`config.mk`:
```
export PLATFORM = sky130hd
export DESIGN_NAME = frac_clk_en_gen_flat
export DESIGN_NICKNAME = d
export VERILOG_FILES = /design/src/rtl/frac_clk_pkg.sv /design/src/rtl/frac_clk_en_gen_if.sv /design/src/rtl/frac_acc.sv /design/src/rtl/frac_clk_en_gen.sv /design/src/flat_wrapper.sv
export SDC_FILE = /design/constraint.sdc
export NUM_CORES = 1
export LEC_CHECK = 0
export CORE_MARGIN = 2
export CORE_UTILIZATION = 50
export CTS_BUF_LIST = sky130_fd_sc_hd__clkbuf_8
export DETAILED_ROUTE_END_ITERATION = 8
export GPL_TIMING_DRIVEN = 1
export MAX_ROUTING_LAYER = met4
export PLACE_DENSITY_LB_ADDON = 0.1
export SLEW_MARGIN = 10
export SYNTH_ARGS = -nofsm -noshare
export SYNTH_HDL_FRONTEND = slang
export SYNTH_SLANG_ARGS = --single-unit
export TNS_END_PERCENT = 20
```
`constraint.sdc`:
```
create_clock -name sys_clk -period 5.7 [get_ports sys_clk]
set_input_delay 1.71 -clock sys_clk [delete_from_list [all_inputs] [get_ports sys_clk]]
set_output_delay 1.71 -clock sys_clk [all_outputs]
set_load 0.005 [all_outputs]
```
`src/rtl/frac_clk_pkg.sv`:
```
// frac_clk_en_gen shared definitions.
// State encoding and default datapath width.
package frac_clk_pkg;

    localparam int WIDTH_DEF = 8;

    localparam logic [1:0] ST_IDLE = 2'd0;
    localparam logic [1:0] ST_RUN  = 2'd1;
    localparam logic [1:0] ST_PEND = 2'd2;

    typedef enum logic [1:0] {
        IDLE = ST_IDLE,
        RUN  = ST_RUN,
        PEND = ST_PEND
    } state_e;

endpackage

```
`src/rtl/frac_clk_en_gen_if.sv`:
```
// Control/status bundle of the fractional clock-enable generator.
// master drives config and enable, slave is the generator.
interface frac_clk_en_gen_if #(
    parameter int WIDTH = 8
);
    logic             enable;
    logic [WIDTH-1:0] cfg_num;
    logic [WIDTH-1:0] cfg_den;
    logic             cfg_load;
    logic             cfg_ack;
    logic             cfg_err;
    logic             clk_en_out;
    logic             clk_div_out;
    logic             period_start;
    logic             busy;

    modport master (
        output enable, cfg_num, cfg_den, cfg_load,
        input  cfg_ack, cfg_err, clk_en_out, clk_div_out,
        input  period_start, busy
    );

    modport slave (
        input  enable, cfg_num, cfg_den, cfg_load,
        output cfg_ack, cfg_err, clk_en_out, clk_div_out,
        output period_start, busy
    );
endinterface

```
`src/rtl/frac_acc.sv`:
```
// Phase accumulator: adds num each run cycle, subtracts den on overflow.
// pulse/wrap describe the step the accumulator takes at the next edge.
module frac_acc
    import frac_clk_pkg::*;
#(
    parameter int WIDTH = WIDTH_DEF
) (
    input  logic             clk_i,
    input  logic             rst_ni,
    input  logic [WIDTH-1:0] num_i,
    input  logic [WIDTH-1:0] den_i,
    input  logic             run_i,
    input  logic             clear_i,
    output logic             pulse_o,
    output logic             wrap_o
);
    logic [WIDTH:0] acc_q;
    logic [WIDTH:0] acc_d;
    logic [WIDTH:0] sum;
    logic [WIDTH:0] nxt;

    // Candidate next accumulator value and the pulse decision.
    always_comb begin
        sum     = acc_q + {1'b0, num_i};
        pulse_o = (sum >= {1'b0, den_i});
        nxt     = pulse_o ? (sum - {1'b0, den_i}) : sum;
        wrap_o  = (nxt == '0);
    end

    // Clear has priority so an idle generator always restarts from phase 0.
    always_comb begin
        acc_d = acc_q;
        if (clear_i) begin
            acc_d = '0;
        end else if (run_i) begin
            acc_d = nxt;
        end
    end

    // Accumulator register.
    always_ff @(posedge clk_i or negedge rst_ni) begin
        if (!rst_ni) begin
            acc_q <= '0;
        end else begin
            acc_q <= acc_d;
        end
    end
endmodule

```
`src/rtl/frac_clk_en_gen.sv`:
```
// Fractional clock-enable generator: num/den enable stream plus toggle clock.
// New ratios are staged and only take effect at a period boundary.
module frac_clk_en_gen
    import frac_clk_pkg::*;
#(
    parameter int WIDTH   = WIDTH_DEF,
    parameter int RST_NUM = 1,
    parameter int RST_DEN = 2
) (
    input  logic              sys_clk,
    input  logic              sys_rst_n,
    frac_clk_en_gen_if.slave  bus
);
    localparam logic [WIDTH-1:0] RNUM = WIDTH'(RST_NUM);
    localparam logic [WIDTH-1:0] RDEN = WIDTH'(RST_DEN);

    state_e           state_q, state_d;
    logic [WIDTH-1:0] num_q, num_d;
    logic [WIDTH-1:0] den_q, den_d;
    logic [WIDTH-1:0] pnum_q, pnum_d;
    logic [WIDTH-1:0] pden_q, pden_d;
    logic             ack_q, ack_d;
    logic             err_q, err_d;
    logic             en_q, en_d;
    logic             div_q, div_d;
    logic             ps_q, ps_d;
    logic             cfg_ok;
    logic             run;
    logic             clear;
    logic             pulse;
    logic             wrap;

    frac_acc #(
        .WIDTH (WIDTH)
    ) u_acc (
        .clk_i   (sys_clk),
        .rst_ni  (sys_rst_n),
        .num_i   (num_q),
        .den_i   (den_q),
        .run_i   (run),
        .clear_i (clear),
        .pulse_o (pulse),
        .wrap_o  (wrap)
    );

    // Load validation: nonzero denominator and a ratio of at most one.
    always_comb begin
        cfg_ok = bus.cfg_load && (bus.cfg_den != '0) &&
                 (bus.cfg_num <= bus.cfg_den);
    end

    // FSM next state, config shadowing and output decisions.
    always_comb begin
        state_d = state_q;
        num_d   = num_q;
        den_d   = den_q;
        pnum_d  = pnum_q;
        pden_d  = pden_q;
        ack_d   = 1'b0;
        err_d   = bus.cfg_load && !cfg_ok;
        en_d    = 1'b0;
        ps_d    = 1'b0;
        div_d   = div_q;
        run     = 1'b0;
        clear   = 1'b0;
        unique case (state_q)
            IDLE: begin
                clear = 1'b1;
                if (cfg_ok) begin
                    num_d = bus.cfg_num;
                    den_d = bus.cfg_den;
                    ack_d = 1'b1;
                end
                if (bus.enable) begin
                    state_d = RUN;
                end
            end
            RUN, PEND: begin
                if (!bus.enable) begin
                    clear   = 1'b1;
                    state_d = IDLE;
                    if (cfg_ok) begin
                        num_d = bus.cfg_num;
                        den_d = bus.cfg_den;
                        ack_d = 1'b1;
                    end else if (state_q == PEND) begin
                        num_d = pnum_q;
                        den_d = pden_q;
                        ack_d = 1'b1;
                    end
                end else begin
                    run   = 1'b1;
                    en_d  = pulse;
                    ps_d  = wrap;
                    div_d = div_q ^ pulse;
                    if (state_q == PEND && wrap) begin
                        num_d   = pnum_q;
                        den_d   = pden_q;
                        ack_d   = 1'b1;
                        state_d = cfg_ok ? PEND : RUN;
                    end else if (cfg_ok) begin
                        state_d = PEND;
                    end
                    if (cfg_ok) begin
                        pnum_d = bus.cfg_num;
                        pden_d = bus.cfg_den;
                    end
                end
            end
            default: begin
                clear   = 1'b1;
                state_d = IDLE;
            end
        endcase
    end

    // State, config and output registers.
    always_ff @(posedge sys_clk or negedge sys_rst_n) begin
        if (!sys_rst_n) begin
            state_q <= IDLE;
            num_q   <= RNUM;
            den_q   <= RDEN;
            pnum_q  <= RNUM;
            pden_q  <= RDEN;
            ack_q   <= 1'b0;
            err_q   <= 1'b0;
            en_q    <= 1'b0;
            div_q   <= 1'b0;
            ps_q    <= 1'b0;
        end else begin
            state_q <= state_d;
            num_q   <= num_d;
            den_q   <= den_d;
            pnum_q  <= pnum_d;
            pden_q  <= pden_d;
            ack_q   <= ack_d;
            err_q   <= err_d;
            en_q    <= en_d;
            div_q   <= div_d;
            ps_q    <= ps_d;
        end
    end

    assign bus.cfg_ack      = ack_q;
    assign bus.cfg_err      = err_q;
    assign bus.clk_en_out   = en_q;
    assign bus.clk_div_out  = div_q;
    assign bus.period_start = ps_q;
    assign bus.busy         = (state_q == PEND);
endmodule

```
`src/flat_wrapper.sv`:
```
// flat-port wrapper written by rule: the top's interface ports become plain ports
module frac_clk_en_gen_flat import frac_clk_pkg::*;
#(
    parameter int WIDTH   = WIDTH_DEF,
    parameter int RST_NUM = 1,
    parameter int RST_DEN = 2
)
  (sys_clk, sys_rst_n, bus_enable, bus_cfg_num, bus_cfg_den, bus_cfg_load, bus_cfg_ack, bus_cfg_err, bus_clk_en_out, bus_clk_div_out, bus_period_start, bus_busy);
  frac_clk_en_gen_if #(.WIDTH(WIDTH)) bus_i ();
  input  logic sys_clk;
  input  logic sys_rst_n;
  input wire logic [$bits(bus_i.enable)-1:0] bus_enable;
  input wire logic [$bits(bus_i.cfg_num)-1:0] bus_cfg_num;
  input wire logic [$bits(bus_i.cfg_den)-1:0] bus_cfg_den;
  input wire logic [$bits(bus_i.cfg_load)-1:0] bus_cfg_load;
  output wire logic [$bits(bus_i.cfg_ack)-1:0] bus_cfg_ack;
  output wire logic [$bits(bus_i.cfg_err)-1:0] bus_cfg_err;
  output wire logic [$bits(bus_i.clk_en_out)-1:0] bus_clk_en_out;
  output wire logic [$bits(bus_i.clk_div_out)-1:0] bus_clk_div_out;
  output wire logic [$bits(bus_i.period_start)-1:0] bus_period_start;
  output wire logic [$bits(bus_i.busy)-1:0] bus_busy;
  assign bus_i.enable = bus_enable;
  assign bus_i.cfg_num = bus_cfg_num;
  assign bus_i.cfg_den = bus_cfg_den;
  assign bus_i.cfg_load = bus_cfg_load;
  assign bus_cfg_ack = bus_i.cfg_ack;
  assign bus_cfg_err = bus_i.cfg_err;
  assign bus_clk_en_out = bus_i.clk_en_out;
  assign bus_clk_div_out = bus_i.clk_div_out;
  assign bus_period_start = bus_i.period_start;
  assign bus_busy = bus_i.busy;
  frac_clk_en_gen #(.WIDTH(WIDTH), .RST_NUM(RST_NUM), .RST_DEN(RST_DEN)) u_core (.sys_clk(sys_clk), .sys_rst_n(sys_rst_n), .bus(bus_i));
endmodule
```
Word-level counts from Yosys, hierarchy flattened
Cells that the tools add are included.
{ "op_classes": {"eq_ne": 7, "n_mux": 35, "magnitude_cmp": 2, "reduce_logical": 15, "add_sub_neg": 2, "n_bitwise": 1} }
{ "op_table": {"columns": ["operator", "n"], "rows": [
  ["8-bit two-way mux", 10],
  ["8-bit case mux with 2 select lines", 2],
  ["9-bit two-way mux", 3],
  ["1-bit two-way mux", 13],
  ["2-bit two-way mux", 5],
  ["9-bit by 8-bit adder with 9-bit output", 1],
  ["9-bit by 8-bit greater-or-equal comparator with 1-bit output", 1],
  ["9-bit logical NOT", 1],
  ["9-bit by 8-bit subtractor with 9-bit output", 1],
  ["8-bit <= comparator", 1],
  ["8-bit nonzero test", 1],
  ["1-bit logical AND", 4],
  ["4-bit by 2-bit inequality test with 1-bit output (second input constant)", 1],
  ["4-bit by 3-bit inequality test with 1-bit output (second input constant)", 1],
  ["2-bit case mux with 2 select lines", 1],
  ["2-bit AND reduction", 2],
  ["4-bit AND reduction", 1],
  ["2-bit nonzero test", 2],
  ["3-bit by 2-bit inequality test with 1-bit output (second input constant)", 1],
  ["3-bit AND reduction", 1],
  ["2-bit by 1-bit == test with 1-bit output (second input constant)", 1],
  ["2-bit == test (second input constant)", 1],
  ["2-bit logical NOT", 1],
  ["2-bit by 1-bit inequality test with 1-bit output (second input constant)", 1],
  ["5 further kinds", 5]
]} }
{ "word_totals": {"out_inout_bits": 6, "ff_bits": 48, "word_cells": 73, "input_bits": 20} }

Depth between registers and ports, before layout
{ "depth": {"depth_word": 8, "depth_mapped": 16, "ltp_nobuf": 14} }

Cells and area by module
From an unflattened synthesis, not the netlist that was laid out.
{ "hier_totals": {"hier_cells": 302, "area_unflattened_um2": 3383.2} }
{ "modules_own_cells": {"columns": ["mod", "n_inst", "cells_per_inst", "seq_area_each_um2", "area_per_inst_um2"], "rows": [
  ["frac_clk_en_gen", 1, 150, 980.9, 2112.0],
  ["frac_acc", 1, 152, 225.2, 1271.2]
]} }

Worst setup path after synthesis
OpenSTA, ideal clock, no wires.
{ "synth_path": {"path_kind": "in2reg", "from": "input port bus_cfg_den[3]", "to": "register u_core.num_q[1]", "setup_ps": 125, "required_ps": 5575, "path_stages": 12, "arrival_ps": 4297, "setup_slack_ps": 1278, "path_buffers": 2, "path_cell_list": "inv_1 ha_1 a21oi_1 o21ai_0 o311ai_1 a21oi_1 or2_1 clkbuf_1 o21ai_2 buf_1 mux2_2 mux2_4"} }
{ "synth_between": {"elab_chain_cells": 6, "word_cells_on_any_way": 10, "cone_classes": "order compare (1); eq/ne (2); mux (3); reduce/logical (4)"} }
{ "synth_rtl": {"columns": ["element", "line", "source"], "rows": [
  ["from (decl)", "flat_wrapper.sv:14", "input wire logic [$bits(bus_i.cfg_den)-1:0] bus_cfg_den;"],
  ["parallel branches: the longest is 2 deep, another holds 8-bit <= comparator", null, null],
  ["1-bit logical AND (*)", "frac_clk_en_gen.sv:48", "cfg_ok = bus.cfg_load && (bus.cfg_den != '0) &&"],
  ["8-bit two-way mux", "frac_clk_en_gen.sv:82", "if (cfg_ok) begin"],
  ["8-bit two-way mux", "frac_clk_en_gen.sv:79", "if (!bus.enable) begin"],
  ["8-bit case mux with 2 select lines", "frac_clk_en_gen.sv:66", "unique case (state_q)"],
  ["to (signal assigned)", "frac_clk_en_gen.sv:132", "num_q <= num_d;"],
  ["to (decl)", "frac_clk_en_gen.sv:18", "logic [WIDTH-1:0] num_q, num_d;"]
]} }
Every way passes the cells marked *.
A chain may end at the register's enable or synchronous reset.

Worst setup path after layout
{ "layout_path": {"from": "register u_core.u_acc.acc_q[0]", "to": "register u_core.num_q[3]"} }
{ "layout_between": {"elab_chain_cells": 7, "word_cells_on_any_way": 8, "cone_classes": "add/sub (2); order compare (1); eq/ne (1); mux (1); reduce/logical (3)"} }
{ "layout_rtl": {"columns": ["element", "line", "source"], "rows": [
  ["from (decl)", "frac_acc.sv:17", "logic [WIDTH:0] acc_q;"],
  ["from (signal assigned)", "frac_acc.sv:43", "acc_q <= '0;"],
  ["from (signal assigned)", "frac_acc.sv:45", "acc_q <= acc_d;"],
  ["9-bit by 8-bit adder with 9-bit output (*)", "frac_acc.sv:24", "sum = acc_q + {1'b0, num_i};"],
  ["9-bit by 8-bit subtractor with 9-bit output / 9-bit by 8-bit greater-or-equal comparator with 1-bit output (equally long branches)", "frac_acc.sv:26, frac_acc.sv:25", null],
  ["9-bit two-way mux (*)", "frac_acc.sv:26", "nxt = pulse_o ? (sum - {1'b0, den_i}) : sum;"],
  ["9-bit logical NOT (*)", "frac_acc.sv:27", "wrap_o = (nxt == '0);"],
  ["1-bit logical AND (*)", "frac_clk_en_gen.sv:96", "if (state_q == PEND && wrap) begin"],
  ["3-bit by 2-bit inequality test with 1-bit output (no source line) (*)", null, null],
  ["4-bit AND reduction (no source line) (*)", null, null]
]} }
Every way passes the cells marked *; elsewhere a longest branch is shown, timed or not.

==> results by group <==
Place
  – Gp weighted congestion: 0.864
  – Worst slack at placement: 0.846 ns
  – Number of port buffers: 25
  – HPWL after DPL: 5.10 mm

Floorplan
  – Die W: 84.4 um
  – Initial Util: 51.2%
  – I/O pin total: 26
  – Core area: 0.00631 mm^2
  – Chip Height: 84.4 um
  – Die area: 0.00713 mm^2
  – Placement Rows: 29

Detailed routing
  – Vias: 2,361
  – Routed wire per std cell: 15.5 um
  – DR pass1 iterations: 4
  – WL final: 6.58 mm
  – Post-route ant nets: 0
  – DR vias/cell: 5.56
  – First DRT Iteration DRCs: 96
  – Post-route DRC violation count: 0

GRT
  – Initial antenna violation count: 0
  – GR Overflow Total: 0
  – First-pass GRT wire length: 11.4 mm
  – Pin count of the biggest net entering global routing: 49
  – All-Layer GR Usage: 20.4%
  – Vias in the first global route: 2,384

Critical path
  – Worst Setup Path Type: register to register
  – CP startpoint kind: register
  – Worst r2r src: u_core.u_acc.acc_q[0]
  – CP arrival: 4.80 ns
  – CP max FO: 16
  – Crit path top cell by count: a21oi_1
  – Crit. End Element: register
  – Max incr delay on CP: 0.57 ns
  – Worst path cell trace: ha_1 -> fa_1 -> a21oi_1 -> o221ai_1 -> a22oi_1 -> ha_1 -> a21oi_1 -> o21ai_1 -> a21oi_1 -> nand2_1 -> or4_1 -> a21oi_4 -> o2111ai_4 -> mux2_1
  – Slowest cell on crit path: or4_1
  – CP delay by family, top: compound AO/OA/AOI/OAI gates
  – Required @ worst endpoint: 5.88 ns
  – CP bufs+invs: 0
  – CP startpoint: u_core.u_acc.acc_q[0]

Power and ir drop
  – Pwr dens: 641 mW/mm^2
  – Static leakage: 1.76 nW
  – VDD IR max: 0.000448 V
  – Clk network pwr share: 11.0%
  – Cell internal pwr: 1.31 mW
  – Logic pwr share: 64.9%
  – Switch Pwr: 1.06 mW
  – Flop pwr share: 24.1%
  – Sw frac: 44.8%

Clock tree
  – # clock sinks: 48
  – CTS clk-pin slew, worst paths: 0.09 ns
  – CTS Buf Count: 5
  – CTS tree: built
  – Clk Latency, worst-skew pair: 0.31 ns
  – Clock Tree Buf Depth: 2
  – Clk root buf: clkbuf_8
  – # hold bufs at CTS: 0
  – Post-CTS setup buffers: 0
  – Resized cells post-CTS: 0
  – H-tree lvl count: 2

Synth
  – Syn nets: 370
  – Mapped cell area: 0.00324 mm^2
  – Synthesized netlist cell count: 321
  – Syn_area_per_cell: 10.1 um^2
  – Post-synth top area share: 34.0%
  – Post-synth EDFFs: 0
  – Ys async rst share: 100%
  – Warnings from Yosys: 0
  – Seq cells post-synth: 48
  – Yosys cell types: 56
  – Sequential fraction of the synthesis area: 37.3%
  – Largest area contributor in the netlist: dfrtp_1
  – Top cells by area, synth: dfrtp_1 (34%), ha_1 (10%), mux2_2 (7.0%)
  – Main synth FF type: dfrtp_1

STA
  – Minimum clock period: 4.62 ns
  – Max Clk Rate: 217 MHz
  – Unrepaired setup endpoints after global routing: false
  – Worst slew pin tran: 0.709 ns
  – Setup TNS: 0 ns
  – Final slew viol count: 0
  – Final WS setup: 1.08 ns
  – Setup Viol. Count Final: 0
  – Max Clock Skew: 0.0116 ns
  – Final Hold Fails: 0
  – Final critical-path share of the clock period: 81.0%
  – Relative slew slack: 52.7%

Worst hold path
  – Hold crit path type: register to register
  – Hold path start: u_core.bus.clk_div_out

Flow run
  – Max Cap Violations: 0

Final layout
  – N_diodes: 0
  – Share of layout cells above drive strength 1: 13.2%
  – Area grow syn2layout: 14.2%
  – Total Nets Final: 396

Status
  – Status: complete, no violations
==> placed cells by master (no fill, tap or decap), drive strengths merged, types with 3 or more instances in the layout <==
| cell type | count |
|---|---|
| o2111ai | 3 |
| and3 | 3 |
| nand3 | 6 |
| mux2i | 15 |
| nand3b | 3 |
| xor2 | 5 |
| clkdlybuf4s50 | 24 |
| nor2b | 5 |
| a31oi | 6 |
| a21oi | 22 |
| or3 | 3 |
| o21ai | 17 |
| nand4 | 7 |
| dfstp | 4 |
| dfrtp | 44 |
| ha | 27 |
| nor3 | 5 |
| nor2 | 25 |
| xnor2 | 5 |
| mux2 | 35 |
| inv | 26 |
| buf | 5 |
| nand2 | 15 |
| clkbuf | 6 |
| a21o | 4 |
==> power by group through the flow <==
| stage | clock network (mW) | registers (mW) | logic (mW) |
|---|---|---|---|
| after detailed placement | 0 | 0.579 | 1.52 |
| after global routing | 0.276 | 0.588 | 1.73 |
| after global placement | 0 | 0.573 | 1.51 |
| after floorplan | 0 | 0.553 | 1.21 |
| after CTS | 0.268 | 0.571 | 1.53 |
| final | 0.260 | 0.571 | 1.54 |
==> logic make-up after synthesis <==
family | count (synthesis) | synth area share, %
simple gates | 79 | 12.1
fa+ha+maj | 29 | 11.7
compound gates | 69 | 14.6
buf+inv | 36 | 4.45
flops | 48 | 37.3
mux | 50 | 17.2
xor+xnor | 10 | 2.71
==> final timing paths <==
path                                           to  slack [ns]  cells after the start
setup / recovery                  u_core.num_q[3]        1.08                     14
hold / removal             u_core.bus.clk_div_out        0.48                      1
setup reg to reg                  u_core.num_q[3]        1.08                     14
hold reg to reg            u_core.bus.clk_div_out        0.48                      1
max in group asynchronous        u_core.pden_q[6]        3.84                      2
min in group asynchronous         u_core.den_q[2]        1.34                      1
==> state kept, by name (all words and copies together) (netlist names) <==
| name | count |
|---|---|
| u_core.bus.clk_div_out | 1 |
| u_core.pnum_q | 8 |
| u_core.bus.clk_en_out | 1 |
| u_core.state_q | 2 |
| u_core.bus.cfg_err | 1 |
| u_core.den_q | 8 |
| u_core.pden_q | 8 |
| u_core.bus.cfg_ack | 1 |
| u_core.u_acc.acc_q | 9 |
| u_core.num_q | 8 |
| u_core.bus.period_start | 1 |
==> through the flow <==
step	utilization [%]	hold WS, ns	cells	power, mW	cell area (um^2)
floorplan	-	0.454	321	1.76	3240
global placement	56.3	0.456	416	2.08	3550
detailed placement	56.3	0.471	416	2.09	3550
CTS	58.2	0.488	424	2.37	3670
global route	58.5	0.514	425	2.59	3690
finish	58.5	0.484	425	2.37	3690
==> area by class of cell <==
type,instances,area [um^2]
clock buffer,6,82.6
clock inverter,2,38.8
fill,561,2620
inverter,26,97.6
multi-input combinational,237,1890
sequential,48,1210
tap,77,96.3
timing repair buffer,29,288
==> Yosys cell counts (all sizes together) (5+ instances only) <==
library cell,n
dfrtp,44
mux2,35
ha,27
inv,26
nor2,25
a21oi,22
o21ai,17
mux2i,15
nand2,15
clkbuf,7
nand4,7
a31oi,6
nand3,6
nor2b,5
nor3,5
xnor2,5
xor2,5
==> layer usage <==
layer | GRT usage, % | wire (um) | up-vias | part of all wire [%]
li1 | - | - | 1206 | -
met1 | 28.0 | 3350 | 1121 | 51
met2 | 32.3 | 3000 | 25 | 46
met3 | 2.46 | 116 | 9 | 1.8
met4 | 5.63 | 121 | 0 | 1.8
met5 | - | 0 | - | 0
No activity file was read; power rests on OpenSTA's default activity.
